==> src/rtl/fir_window_ctrl.sv <==
// Window sequencer for the fixed-point FIR datapath: ring-buffer write addressing,
// fill/decimation tracking, and a compute strobe delayed into the result valid.
module fir_window_ctrl #(
   parameter int N         = 3,
   parameter int Lookahead = 220,
   parameter int Lookback  = 220,
   parameter int OSR       = 1,
   parameter int LATENCY   = 4,
   localparam int DEPTH    = Lookahead + Lookback,
   localparam int AW       = (DEPTH > 2) ? $clog2(DEPTH) : 1,
   localparam int PW       = (OSR > 2) ? $clog2(OSR) : 1
) (
   input  logic          clk,
   input  logic          rst,
   input  logic [N-1:0]  in,
   input  logic          in_valid,
   input  logic          clear,
   output logic          wr_en,
   output logic [AW-1:0] wr_addr,
   output logic [N-1:0]  wr_data,
   output logic          calc_en,
   output logic [AW-1:0] base_addr,
   output logic [AW-1:0] mid_addr,
   output logic [PW-1:0] osr_phase,
   output logic          filled,
   output logic          valid
);

   typedef enum logic [1:0] {IDLE = 2'd0, FILL = 2'd1, RUN = 2'd2} state_t;

   localparam logic [AW-1:0] LAST    = AW'(DEPTH - 1);
   localparam logic [PW-1:0] PLAST   = PW'(OSR - 1);
   localparam logic [AW:0]   DEPTH_W = (AW+1)'(DEPTH);
   localparam logic [AW:0]   LB_W    = (AW+1)'(Lookback);

   state_t          st, st_nxt;
   logic [AW-1:0]   wptr, pend_addr;
   logic [PW-1:0]   wcnt;
   logic            pend, accept, fill_done, win_done;
   logic [LATENCY:1] vld_pipe;

   function automatic logic [AW-1:0] wrap(input logic [AW:0] s);
      return (s >= DEPTH_W) ? AW'(s - DEPTH_W) : AW'(s);
   endfunction

   always_ff @(posedge clk or negedge rst) begin
      if (!rst) st <= IDLE;
      else      st <= st_nxt;
   end

   always_comb begin
      st_nxt = st;
      case (st)
         IDLE:    if (in_valid) st_nxt = FILL;
         FILL:    if (in_valid && wptr == LAST) st_nxt = RUN;
         RUN:     ;
         default: st_nxt = IDLE;
      endcase
      if (clear) st_nxt = IDLE;
   end

   // During fill the write pointer equals the sample index, so it doubles as the fill count.
   always_comb begin
      accept    = in_valid && !clear;
      fill_done = accept && (st == FILL) && (wptr == LAST);
      win_done  = fill_done || (accept && (st == RUN) && (wcnt == PLAST));
      filled    = (st == RUN);
   end

   always_ff @(posedge clk or negedge rst) begin
      if (!rst) begin
         wr_en     <= 1'b0;
         wr_addr   <= '0;
         wr_data   <= '0;
         calc_en   <= 1'b0;
         base_addr <= '0;
         mid_addr  <= '0;
         osr_phase <= '0;
         wptr      <= '0;
         pend_addr <= '0;
         wcnt      <= '0;
         pend      <= 1'b0;
         vld_pipe  <= '0;
      end else begin
         wr_en    <= accept;
         pend     <= win_done;
         calc_en  <= pend && !clear;
         vld_pipe <= (vld_pipe << 1) | LATENCY'(calc_en);
         if (accept) begin
            wr_addr   <= wptr;
            wr_data   <= in;
            pend_addr <= wptr;
            wptr      <= (wptr == LAST) ? '0 : wptr + AW'(1);
            osr_phase <= (osr_phase == PLAST) ? '0 : osr_phase + PW'(1);
            wcnt      <= (win_done || wcnt == PLAST) ? '0 : wcnt + PW'(1);
         end
         // Addresses launch one cycle after the write so the RAM read sees the newest sample.
         if (pend && !clear) begin
            base_addr <= wrap({1'b0, pend_addr} + (AW+1)'(1));
            mid_addr  <= wrap({1'b0, pend_addr} + LB_W);
         end
         if (clear) begin
            wptr      <= '0;
            osr_phase <= '0;
            wcnt      <= '0;
            vld_pipe  <= '0;
         end
      end
   end

   assign valid = vld_pipe[LATENCY];

endmodule

==> config.mk <==
export PLATFORM = sky130hd
export DESIGN_NAME = fir_window_ctrl
export DESIGN_NICKNAME = d
export VERILOG_FILES = /design/src/rtl/fir_window_ctrl.sv
export SDC_FILE = /design/constraint.sdc
export NUM_CORES = 1
export LEC_CHECK = 0
export ABC_AREA = 1
export CORE_ASPECT_RATIO = 1.4
export CORE_MARGIN = 8
export CORE_UTILIZATION = 54
export DETAILED_ROUTE_END_ITERATION = 16
export GPL_ROUTABILITY_DRIVEN = 0
export PLACE_DENSITY = 0.81
export SLEW_MARGIN = 40
export SYNTH_ARGS = -nofsm -noshare
export SYNTH_HDL_FRONTEND = slang
export SYNTH_SLANG_ARGS = --single-unit
==> constraint.sdc <==
create_clock -name clk -period 2.25 [get_ports clk]
set_clock_uncertainty 0.1 [all_clocks]
set_input_delay 0.225 -clock clk [delete_from_list [all_inputs] [get_ports clk]]
set_output_delay 0.225 -clock clk [all_outputs]
set_load 0.005 [all_outputs]
=== Yosys cells after proc, flatten, opt, wreduce, memory -nomap -nowiden ===
Cells that the tools add are included.

* Add/sub/neg operators: 7
* Order comparisons: 2
* Equality and inequality tests: 6
* Muxes and demuxes: 16
* Bitwise operators: 2
* Reduce and logical (&&, ||, !) cells: 13

{| class="wikitable"
|+ Operators by type and width
! operator !! number
|-
| $mux 9 || 5
|-
| $ge 10x9->1 const B || 2
|-
| $sub 9x9->9 const B || 2
|-
| $add 9x1->10 const B || 1
|-
| $add 9x8->10 const B || 1
|-
| $add 9x1->9 const B || 1
|-
| $eq 9x9->1 const B || 1
|-
| $logic_and 1x1->1 || 7
|-
| $mux 1 || 6
|-
| $mux 2 || 3
|-
| $ne 3x3->1 const B || 2
|-
| $pmux 2 s3 || 1
|-
| $mux 4 || 1
|-
| $or 4x1->4 || 1
|-
| $reduce_and 3->1 || 1
|-
| $add 1x1->1 const B || 2
|-
| $eq 2x1->1 const B || 1
|-
| $eq 2x2->1 const B || 1
|-
| $logic_not 2->1 || 1
|-
| $logic_or 1x1->1 || 2
|-
| $ne 2x2->1 const B || 1
|-
| $reduce_bool 2->1 || 1
|-
| $logic_not 1->1 || 1
|-
| $not 1->1 || 1
|}

* Bits in registers: 50
* Input port bits: 7
* Output and inout port bits: 35
* Word-level logic and storage cells: 58

=== Depth between registers and ports, before layout ===
* Depth after elaboration: 9
* Depth in mapped cells: 14
* Gate-level depth less buffers: 14

=== Worst setup path before layout ===
Ideal clock, no wire load.

* Path type: reg-to-reg
* Start: register pend_addr[2]
* End: register base_addr[7]
* Setup time: 116 ps
* Data arrival time: 1646 ps
* Data required time: 2034 ps
* Path slack: 388 ps
* Stages on the path, launching flop included: 15
* Path buffers: 0
* Period minus slack after synthesis: 1862 ps
* Cells stage by stage: dfrtp_1 ha_1 nand2_1 nor2_2 inv_1 nand2_1 inv_1 ha_1 nand2_1 nand2_1 xnor2_1 nand2_1 nand2_1 nand2_1 nand2_1

* Longest elaborated chain between the ends: 3
* Elaborated cells between the ends (all ways): 4
* Classes of those cells: 2 x add/sub; 1 x order compare; 1 x mux

{| class="wikitable"
|+ RTL lines
! element !! RTL line !! RTL
|-
| start, declared || 37 || <nowiki>logic [AW-1:0] wptr, pend_addr;</nowiki>
|-
| start signal, assigned || 92 || <nowiki>pend_addr <= wptr;</nowiki>
|-
| $add 9x1->10 (*) || 99 || <nowiki>base_addr <= wrap({1'b0, pend_addr} + (AW+1)'(1));</nowiki>
|-
| $sub 9x9->9 or $ge 10x9->1 (tied branches) || 43 || <nowiki>return (s >= DEPTH_W) ? AW'(s - DEPTH_W) : AW'(s);</nowiki>
|-
| $mux 9 (*) || 43 ||
|-
| end signal, assigned || 99 ||
|-
| end, declared || 22 || <nowiki>output logic [AW-1:0] base_addr,</nowiki>
|}

Every way passes the cells marked *; elsewhere a longest branch is shown, timed or not.
A chain may end at the register's enable or synchronous reset.

=== Worst setup path after layout ===
* Start: register pend_addr[3]
* End: register mid_addr[3]

* Longest elaborated chain between the ends: 3
* Elaborated cells between the ends (all ways): 4
* Classes of those cells: 2 x add/sub; 1 x order compare; 1 x mux

{| class="wikitable"
|+ RTL lines
! element !! RTL line !! RTL
|-
| $add 9x8->10 (*) || 100 || <nowiki>mid_addr <= wrap({1'b0, pend_addr} + LB_W);</nowiki>
|-
| $sub 9x9->9 or $ge 10x9->1 (tied branches) || 43 ||
|-
| $mux 9 (*) || 43 ||
|-
| end signal, assigned || 100 ||
|-
| end, declared || 23 || <nowiki>output logic [AW-1:0] mid_addr,</nowiki>
|}

Marks and branches as above.

==> metrics.txt <==
# TYPE chip_impl_metric gauge
chip_impl_info{name="run_status",value="completed"} 1
chip_impl_metric{name="crit_path_buffers_inverters",unit=""} 1
chip_impl_metric{name="power_per_cell_area",unit="mW/mm²"} 589
chip_impl_metric{name="hold_viol_final",unit=""} 0
chip_impl_metric{name="grt_pass1_wl",unit="µm"} 10500
chip_impl_metric{name="ctsLongestPathBuffers",unit=""} 2
chip_impl_metric{name="fp.dieArea",unit="mm²"} 0.00747
chip_impl_metric{name="groute.usage.overall",unit="%"} 17.7
chip_impl_metric{name="nNetsFinal",unit=""} 398
chip_impl_metric{name="timing_worst_slew_pin_value",unit="ps"} 510
chip_impl_metric{name="cts.htree.levels",unit=""} 2
chip_impl_metric{name="worst_skew_pair.late_latency",unit="ps"} 310
chip_impl_info{name="critical_path.endpoint",value="mid_addr[3]"} 1
chip_impl_metric{name="p_sw_share",unit="%"} 25.5
chip_impl_metric{name="fp-row-count",unit=""} 30
chip_impl_metric{name="synth_enable_flop_cells",unit=""} 0
chip_impl_metric{name="postLayoutCoreUtil",unit="%"} 68.2
chip_impl_metric{name="die_width",unit="µm"} 75.4
chip_impl_metric{name="antenna-diode-count",unit=""} 0
chip_impl_metric{name="io-pin-count",unit=""} 42
chip_impl_metric{name="max_freq",unit="MHz"} 498
chip_impl_info{name="cts_root_buf",value="sky130_fd_sc_hd__clkbuf_8"} 1
chip_impl_metric{name="clock_buffer_count_from_cts",unit=""} 5
chip_impl_metric{name="finalWorstPathRequiredPeriod",unit="ps"} 2010
chip_impl_metric{name="critical_path_required",unit="ps"} 2340
chip_impl_metric{name="drc",unit=""} 0
chip_impl_metric{name="clock_sink_total",unit=""} 49
chip_impl_info{name="critical-path-slowest-cell",value="sky130_fd_sc_hd__dfrtp_2"} 1
chip_impl_info{name="most_frequent_cells_in_the_layout",value="115 x sky130_fd_sc_hd__nand2_1, 45 x sky130_fd_sc_hd__dfrtp_1, 39 x sky130_fd_sc_hd__clkdlybuf4s50_1"} 1
chip_impl_info{name="critical_path.endpoint_type",value="flip-flop"} 1
chip_impl_metric{name="synth_area_per_cell",unit="µm²"} 7.91
chip_impl_metric{name="dr.pass1.iters",unit=""} 4
chip_impl_info{name="timing.critical_path.from_type",value="flip-flop"} 1
chip_impl_metric{name="initial_utilization",unit="%"} 55.5
chip_impl_metric{name="final-setup-viol-count",unit=""} 0
chip_impl_metric{name="ant_nets",unit=""} 0
chip_impl_metric{name="cp.arrival",unit="ps"} 2100
chip_impl_metric{name="finalWirelength",unit="µm"} 5930
chip_impl_metric{name="multi_input_combinational_cell_area",unit="mm²"} 0.00124
chip_impl_info{name="rr_endpoint",value="mid_addr[3]"} 1
chip_impl_metric{name="viasPerCell",unit=""} 5.15
chip_impl_metric{name="grt_max_degree",unit=""} 24
chip_impl_metric{name="pwr-share-comb",unit="%"} 15.1
chip_impl_metric{name="die_height",unit="µm"} 99.1
chip_impl_metric{name="postSynthNetCount",unit=""} 351
chip_impl_metric{name="worst_hold_slack",unit="ps"} 258
chip_impl_metric{name="buffer_ports.inserted",unit=""} 40
chip_impl_metric{name="power.internal",unit="µW"} 1440
chip_impl_metric{name="cell_variety_after_synth",unit=""} 33
chip_impl_metric{name="grt-ovfl-total",unit=""} 0
chip_impl_metric{name="maxCapViolations",unit=""} 0
chip_impl_info{name="unrepaired_setup_endpoints_after_global_routing",value="false"} 1
chip_impl_metric{name="detailroute.via_count",unit=""} 2311
chip_impl_info{name="worst-setup-path-type",value="flip-flop to flip-flop"} 1
chip_impl_metric{name="drive_gt1_share",unit="%"} 11.9
chip_impl_metric{name="post_detailed_route_wirelength_per_cell",unit="µm"} 13.2
chip_impl_info{name="ys.flop_type",value="sky130_fd_sc_hd__dfrtp_1"} 1
chip_impl_metric{name="yosys_warnings",unit=""} 0
chip_impl_info{name="timing.critical_path.cells",value="inv_2, ha_2, nand2_2, nand2_1, nand2_1, and2_2, nand2_1, nand3_4, nand3_2, nand2_1, nand3_1, nand2_1"} 1
chip_impl_metric{name="r2r_setup_slack",unit="ps"} 240
chip_impl_metric{name="final.period_utilization",unit="%"} 89.3
chip_impl_metric{name="area_delta_synth_final",unit="%"} 23.0
chip_impl_metric{name="count_of_state_elements_after_synthesis",unit=""} 49
chip_impl_metric{name="floorplan.core_area",unit="mm²"} 0.00480
chip_impl_metric{name="power.clock.fraction",unit="%"} 32.8
chip_impl_metric{name="worst_setup_hold_path_clk_slew",unit="ps"} 90
chip_impl_metric{name="finalMaxSlewViolations",unit=""} 0
chip_impl_metric{name="synth.yosys.seq_area_share",unit="%"} 46.0
chip_impl_metric{name="seq_area",unit="mm²"} 0.00123
chip_impl_metric{name="vias_in_the_first_global_route",unit=""} 2446
chip_impl_info{name="critPathTopFamily",value="simple AND/OR/NAND/NOR gates"} 1
chip_impl_info{name="worst_r2r_startpoint",value="pend_addr[3]"} 1
chip_impl_metric{name="p_leak",unit="µW"} 0.00161
chip_impl_info{name="cp-startpoint",value="pend_addr[3]"} 1
chip_impl_metric{name="dp_hpwl",unit="µm"} 4550
chip_impl_info{name="tritoncts",value="yes"} 1
chip_impl_metric{name="finalSetupTns",unit="ps"} 0
chip_impl_metric{name="synthCells",unit=""} 337
chip_impl_info{name="worstHoldPathType",value="primary input to asynchronous set/reset pin"} 1
chip_impl_info{name="worst_path_most_repeated_cell",value="sky130_fd_sc_hd__nand2_1"} 1
chip_impl_metric{name="mapped_cell_area",unit="mm²"} 0.00267
chip_impl_metric{name="synthArstFlopShare",unit="%"} 100
chip_impl_metric{name="p_sw",unit="µW"} 492
chip_impl_metric{name="cp_slowest_stage_delay",unit="ps"} 450
chip_impl_metric{name="worst-r2r-cell-count",unit=""} 12
chip_impl_metric{name="antenna_found_initial",unit=""} 0
chip_impl_metric{name="crit_cells",unit=""} 12
chip_impl_metric{name="fillers",unit=""} 420
chip_impl_metric{name="timing.max_slew.rel_slack",unit="%"} 66.0
chip_impl_metric{name="drt_iter0_markers",unit=""} 119
chip_impl_metric{name="seqPwrFrac",unit="%"} 52.1
chip_impl_metric{name="vdd.ir_drop.worst",unit="mV"} 0.405
chip_impl_metric{name="cp_max_fo",unit=""} 7
chip_impl_info{name="layout_commonest_cell",value="sky130_fd_sc_hd__nand2_1"} 1
-- cell families (layout without fill, tap and decap cells) --
family                     after synthesis  in the layout  synth area share, %
AOI/OAI and AO/OA                       37             37                 8.17
buffers and inverters                   51             99                 7.79
other                                    1              1                0.141
DFF                                     49             49                 46.0
xor gates and xnor gates                 8              8                 2.63
and+or+nand+nor                        184            184                 32.0
adders and majority gates                7              7                 3.29
-- power groups by stage --
stage	clock [µW]	sequential (µW)	combinational, µW
CTS	643	1000	295
detailed placement	0	1020	293
global placement	0	1020	284
global route	677	1010	333
floorplan	0	1020	121
finish	633	1000	292
-- synthesized netlist by cell type, types with 4 or more instances --
library cell | n | share of area, %
sky130_fd_sc_hd__nand4_1 | 10 | 2.3
sky130_fd_sc_hd__ha_1 | 7 | 3.3
sky130_fd_sc_hd__nand3_1 | 21 | 3.9
sky130_fd_sc_hd__xor2_1 | 5 | 1.6
sky130_fd_sc_hd__nor2_2 | 4 | 0.94
sky130_fd_sc_hd__inv_1 | 38 | 5.4
sky130_fd_sc_hd__o21ai_0 | 17 | 3.2
sky130_fd_sc_hd__nor2_1 | 15 | 2.1
sky130_fd_sc_hd__nor3_1 | 4 | 0.75
sky130_fd_sc_hd__nand2_1 | 115 | 16
sky130_fd_sc_hd__nand2_2 | 5 | 1.2
sky130_fd_sc_hd__dfrtp_1 | 49 | 46
sky130_fd_sc_hd__a21oi_1 | 5 | 0.94
sky130_fd_sc_hd__inv_2 | 4 | 0.56
sky130_fd_sc_hd__clkbuf_1 | 5 | 0.70
-- flip-flops by register name, indices dropped and copies added (netlist names) --
register	count
base_addr	9
calc_en	1
mid_addr	9
pend	1
pend_addr	9
st	2
vld_pipe	4
wcnt	1
wptr	9
wr_data	3
wr_en	1
-- worst min-delay path by stage --
stage	end	slack (ps)	cells after the start	startpoint
2_1_floorplan	base_addr[0]	-170	0	rst
3_3_place_gp	base_addr[0]	60	1	rst
3_5_place_dp	base_addr[2]	70	1	rst
4_1_cts	mid_addr[1]	270	2	rst
5_1_grt	mid_addr[1]	300	2	rst
6_report	base_addr[2]	260	2	rst
-- what timing repair did --
action                     in CTS  in global routing
resized for setup               0                  7
buffers inserted                0                  1
hold buffers                    1                  0
hold endpoints to repair       15                  0
setup endpoints to repair       0                  6
-- layout make-up --
class / count / area share, %
inverters: 44 / 5.12
well taps: 64 / 2.44
flip-flops and latches: 49 / 37.6
clock buffers: 6 / 2.21
multi-input cells: 237 / 37.7
clock inverters: 2 / 1.18
repair buffers: 47 / 13.7
-- routing by layer --
metal	global-route usage, %	up-vias	routed length, µm
met4	7.73	0	124
met1	17.9	1075	2270
met3	3.83	13	290
met2	32.5	53	3240
li1	-	1170	-
met5	0	-	0
-- per-stage QoR --
stage / setup slack, ps / cell area (µm²) / cells / total power [µW]
after floorplan: 388 / 2670 / 337 / 1140
after global placement: 287 / 3140 / 439 / 1300
after detailed placement: 185 / 3140 / 439 / 1310
after CTS: 162 / 3260 / 448 / 1940
after global routing: 3.64 / 3280 / 449 / 2020
final: 240 / 3280 / 449 / 1930
Note: power is estimated with default switching activity, not from simulation.
